File: src/rtl/mic_acq_ctrl.sv
// Microphone acquisition burst sequencer: gates the PDM mic clock, holds the PCM
// divider in reset while idle, discards warm-up ticks, then strobes N samples.
//
// state   | meaning
// --------+--------------------------------------------------------------
// IDLE    | mic clock off, PCM divider in reset, waiting for start
// ARM     | one cycle: mic clock on, prescaler presented, divider in reset
// WARMUP  | divider running, ce_pcm ticks discarded
// CAPTURE | each ce_pcm strobes one sample one cycle later
// DONE    | one cycle: done pulse, last sample strobe, mic clock off
module mic_acq_ctrl #(
  parameter int PRESC_W = 10,
  parameter int WARM_W  = 16,
  parameter int CNT_W   = 12
) (
  input  logic               clk,
  input  logic               rst,
  input  logic               start,
  input  logic               abort,
  input  logic [PRESC_W-1:0] cfg_prescaler,
  input  logic [WARM_W-1:0]  cfg_warmup,
  input  logic [CNT_W-1:0]   cfg_nsamples,
  input  logic               ce_pcm,
  output logic               mic_en,
  output logic               pcm_rst,
  output logic [PRESC_W-1:0] prescaler,
  output logic               sample_we,
  output logic [CNT_W-1:0]   sample_idx,
  output logic               busy,
  output logic               done,
  output logic               err
);

  typedef enum logic [2:0] {
    S_IDLE,
    S_ARM,
    S_WARMUP,
    S_CAPTURE,
    S_DONE
  } state_t;

  state_t            state_q, state_nxt;
  logic [WARM_W-1:0] warm_sh, warm_cnt;
  logic [CNT_W-1:0]  nsamp_sh, idx_cnt;
  logic              accept, cap_tick;

  always_comb begin
    state_nxt = state_q;
    accept    = 1'b0;
    cap_tick  = 1'b0;
    case (state_q)
      S_IDLE: begin
        if (start && !abort) begin
          accept    = 1'b1;
          state_nxt = S_ARM;
        end
      end
      S_ARM: begin
        if (abort)              state_nxt = S_IDLE;
        else if (warm_sh == '0) state_nxt = S_CAPTURE;
        else                    state_nxt = S_WARMUP;
      end
      S_WARMUP: begin
        if (abort)                                     state_nxt = S_IDLE;
        else if (ce_pcm && warm_cnt == WARM_W'(1))     state_nxt = S_CAPTURE;
      end
      S_CAPTURE: begin
        if (abort) begin
          state_nxt = S_IDLE;
        end else if (ce_pcm) begin
          cap_tick = 1'b1;
          // nsamples == 0 means continuous: never reaches DONE
          if (nsamp_sh != '0 && idx_cnt == nsamp_sh - CNT_W'(1))
            state_nxt = S_DONE;
        end
      end
      S_DONE:  state_nxt = S_IDLE;
      default: state_nxt = S_IDLE;
    endcase
  end

  always_ff @(posedge clk) begin
    if (rst) begin
      state_q    <= S_IDLE;
      warm_sh    <= '0;
      nsamp_sh   <= '0;
      warm_cnt   <= '0;
      idx_cnt    <= '0;
      prescaler  <= '0;
      mic_en     <= 1'b0;
      pcm_rst    <= 1'b1;
      sample_we  <= 1'b0;
      sample_idx <= '0;
      busy       <= 1'b0;
      done       <= 1'b0;
      err        <= 1'b0;
    end else begin
      state_q <= state_nxt;

      if (accept) begin
        prescaler <= cfg_prescaler;
        warm_sh   <= cfg_warmup;
        nsamp_sh  <= cfg_nsamples;
        err       <= 1'b0;
      end else if (start && state_q != S_IDLE) begin
        err <= 1'b1;
      end

      if (state_q == S_ARM) begin
        warm_cnt <= warm_sh;
        idx_cnt  <= '0;
      end else if (state_q == S_WARMUP && ce_pcm && !abort) begin
        warm_cnt <= warm_cnt - WARM_W'(1);
      end else if (cap_tick) begin
        idx_cnt <= idx_cnt + CNT_W'(1);
      end

      sample_we <= cap_tick;
      if (cap_tick) sample_idx <= idx_cnt;

      // Status outputs are registered from the next state so they line up with it
      mic_en  <= (state_nxt == S_ARM) || (state_nxt == S_WARMUP) || (state_nxt == S_CAPTURE);
      pcm_rst <= !((state_nxt == S_WARMUP) || (state_nxt == S_CAPTURE));
      busy    <= (state_nxt != S_IDLE);
      done    <= (state_nxt == S_DONE);
    end
  end

endmodule

File: config.mk
export PLATFORM = sky130hd
export DESIGN_NAME = mic_acq_ctrl
export DESIGN_NICKNAME = d
export VERILOG_FILES = /design/src/rtl/mic_acq_ctrl.sv
export SDC_FILE = /design/constraint.sdc
export NUM_CORES = 1
export LEC_CHECK = 0
export BUFFER_PORTS_ARGS = -buffer_cell sky130_fd_sc_hd__buf_2
export CELL_PAD_IN_SITES_DETAIL_PLACEMENT = 1
export CELL_PAD_IN_SITES_GLOBAL_PLACEMENT = 2
export CORE_UTILIZATION = 29
export CTS_CLUSTER_DIAMETER = 120
export DETAILED_ROUTE_END_ITERATION = 7
export PLACE_DENSITY = 0.79
export SYNTH_ARGS = -nofsm -noshare
export SYNTH_HDL_FRONTEND = slang
export SYNTH_SLANG_ARGS = --single-unit
File: constraint.sdc
create_clock -name clk -period 1.9 [get_ports clk]
set_input_delay 0.095 -clock clk [delete_from_list [all_inputs] [get_ports clk]]
set_output_delay 0.095 -clock clk [all_outputs]
set_load 0.005 [all_outputs]
==> results.py <==
metrics = {
    "outcome": {
        "outcome": "complete, but fails checks",
        "violations": "hold timing, setup timing",
    },
    "clock_network": {
        "cts_buffers": 9,
        "htree_levels": 3,
        "tritoncts": "built",
        "ctsRootBufferMaster": "clkbuf_16",
        "cts.reportedPaths.clkPinSlew_ns": 0.07,
        "insertion_delay_ns": 0.35,
        "clock-sinks": 87,
        "clk_path_buf_depth": 2,
    },
    "floorplan": {
        "placeableCoreArea_um2": 13300,
        "die_y_um": 119.2,
        "floorplan.rows": 42,
        "floorplan.initialDensity_pct": 29.95,
        "dieWidth_um": 119.2,
        "die_ar_um2": 14200,
        "pin_count": 71,
    },
    "sta": {
        "min_period_over_period_pct": 104.5,
        "final.hold.worst_slack_ns": -0.002856,
        "fin_ws_ns": -0.08598,
        "timing.final.hold_violations": 1,
        "unrepaired_setup_endpoints_after_global_routing": "true",
        "max-slew-margin-rel_pct": 58.12,
        "fin_crit_ns": 1.986,
        "timing_max_transition_violations_final": 0,
        "transition_time_of_the_tightest_slew_check_pin_ns": 0.6259,
        "finalClockSkew_ns": 0.006302,
        "setup_viol": 4,
        "fmax_mhz": 503.5,
    },
    "yosys": {
        "synth-simple-area-share_pct": 29.10,
        "ys_ff_latch": 87,
        "synth_cells": 504,
        "synthesis.area_um2": 3981,
        "synthesis.nets": 552,
        "synthMostInstantiatedCell": "nand2_1",
        "syn-mean-instance-area_um2": 7.899,
        "synth.mux.area_fraction_pct": 0.5343,
        "synth_edf_count": 0,
        "yosysSeqAreaShare_pct": 43.75,
        "synth_area_leader_cell": "dfxtp_1",
        "synthTopCellsByCount": "nand2_1, dfxtp_1, a21oi_1",
        "synth_top_flop_cell": "dfxtp_1",
        "post-synth-top-area-fraction_pct": 43.75,
        "synth.distinct_cells": 54,
        "largest_family_of_logic_cells_by_synthesized_area": "simple AND/OR/NAND/NOR gates",
        "synth_xor_xnor_area_share_pct": 4.620,
        "synth-compound-area-share_pct": 16.34,
        "synth-warning-count": 0,
        "arithmetic_cell_share_of_the_synthesized_area_counting_full_adders_half_adders_and_majority_gates_pct": 1.571,
        "synth_top_cells_by_area": "dfxtp_1, nand2_1, a21oi_1",
        "synthArstFlopShare_pct": 0,
    },
    "placed_design": {
        "hpwl_mm": 8.871,
        "buffer_ports.inserted": 70,
        "dpl_cell_area_um2": 4755,
        "gp_routability_congestion": 0.8927,
        "dp_slack_ns": -0.1303,
        "place.detailed.instances": 761,
    },
    "detailed_routing": {
        "detail_route.iter0.violations": 145,
        "detail_route.drc_violations": 0,
        "detail_route.first_pass.iterations": 4,
        "post_drt_via_cell_ratio": 4.989,
        "antenna_left": 0,
        "num_vias": 4086,
        "wirelength_mm": 12.83,
        "avgRoutedWirePerCell_um": 15.67,
    },
    "grt": {
        "globalRouteTotalUtil_pct": 18.84,
        "grt_first_pass_wirelength_mm": 21.00,
        "via_count_of_the_first_global_routing_pass": 4307,
        "grt_max_degree": 39,
        "antenna_found_initial": 0,
        "grt-ovfl-total": 0,
    },
    "power_and_ir_drop": {
        "report.power.total_mw": 4.377,
        "cellPowerDensity_nw_per_um2": 774.3,
        "ir_worst_vdd_v": 0.0004673,
        "p_leak_nw": 2.235,
    },
    "cells_and_area": {
        "antenna_cells_inserted": 0,
        "final_net_count": 686,
        "post_layout_nonfiller_instances": 819,
        "syn2layout_area_growth_pct": 41.99,
        "post-route-cell-area_um2": 5653,
        "post_route_cells_drive_above_1_share_pct": 26.59,
    },
    "setup_path": {
        "cpMaxStageDelayCell": "or3_4",
        "worstPathCellList": "inv_2 > ha_4 > and2b_1 > or3_4 > a31oi_4 > o21ai_4 > nor4_4 > a211oi_1",
        "startpoint_type": "register",
        "crit_fanout": 4,
        "timing_worst_setup_path_type": "reg -> reg",
        "timing.critical_path.arrival_ns": 2.20,
        "cp_num_buf_inv": 1,
        "cpLargestDelayFamily": "simple AND/OR/NAND/NOR gates",
        "worstPathRequired_ns": 2.11,
        "critical_path_s_largest_stage_delay_ns": 0.37,
        "worstSetupEndpointType": "register",
    },
    "run": {
        "drv.max_cap_violation_count": 0,
    },
    "hold_path": {
        "hp-class": "in -> reg",
    },
}
## tightest hold or removal path, stage by stage
cell and delay (ns):
buf_2 0.10, nand2_1 0.06, a21oi_1 0.05
## where the power goes
group          internal [mW]  leakage, nW  switching (mW)
Sequential              1.88        0.709          0.0619
Combinational          0.309         1.39           0.318
Clock                   1.05        0.138           0.756
## cell type report
cell class,instances,area [um2]
Clock buffer,11,242.7
Clock inverter,5,57.56
Fill cell,1606,7642
Inverter,11,41.29
Multi-Input combinational cell,378,2273
Sequential cell,87,1750
Tap cell,176,220.2
Timing Repair Buffer,151,1067
## through the flow
| stage | setup TNS, ns | hold WS (ns) | utilization (%) |
|---|---|---|---|
| after floorplan | 0 | 0.2310 | - |
| after global placement | -0.2095 | 0.3366 | 35.76 |
| after detailed placement | -0.6806 | 0.3420 | 35.76 |
| after CTS | -0.01115 | 0.004309 | 41.22 |
| after global routing | -0.7131 | 0.01793 | 42.52 |
| final | -0.2339 | -0.002856 | 42.52 |
## sequential cells by signal, indices dropped and copies added (netlist names)
register / cells
warm_cnt: 16
warm_sh: 16
idx_cnt: 12
nsamp_sh: 12
sample_idx: 12
prescaler: 10
state_q: 3
busy: 1
done: 1
err: 1
mic_en: 1
pcm_rst: 1
sample_we: 1
## repair_timing
item | in CTS | in global routing
hold endpoints to repair | 34 | 0
pin swaps | 8 | 12
hold buffers | 34 | 0
setup endpoints to repair | 6 | 7
cloned | 1 | 0
setup buffers | 3 | 4
resized for setup | 11 | 28
## per-layer routing
metal | wire (um) | track usage [%] | vias to the layer above
li1 | - | - | 2011
met1 | 5470 | 20.87 | 1979
met2 | 6589 | 34.38 | 76
met3 | 427 | 4.933 | 20
met4 | 348 | 6.646 | 0
met5 | 0 | 0 | -
## layout by cell type (no fill, tap or decap), types with 9 or more instances in the layout
cell type        n
dlygate4sd3_1   34
xor2_1          11
nor2_1          40
buf_2           70
a21oi_1         71
buf_4           43
xnor2_1          9
clkbuf_16        9
nor3_1          11
o21ai_0         12
nand3_1         12
nand2_1        116
dfxtp_1         80
inv_1            9
## path summary, 6_finish.rpt
kind              slack [ns]  cells past startpoint       startpoint       endpoint
setup / recovery       -0.09                      8      nsamp_sh[1]         mic_en
hold / removal        -0.003                      3  cfg_nsamples[3]    nsamp_sh[3]
setup reg to reg       -0.09                      8      nsamp_sh[1]         mic_en
hold reg to reg         0.45                      2    sample_idx[4]  sample_idx[4]
## kinds of logic after synthesis
kind of cell / Yosys count
buffers and inverters: 40
adder cells (fa/ha/maj): 5
AO/OA/AOI/OAI: 113
XOR/XNOR: 21
AND/OR/NAND/NOR: 236
flip-flops: 87
multiplexers: 2
(Power assumes the default switching activity.)
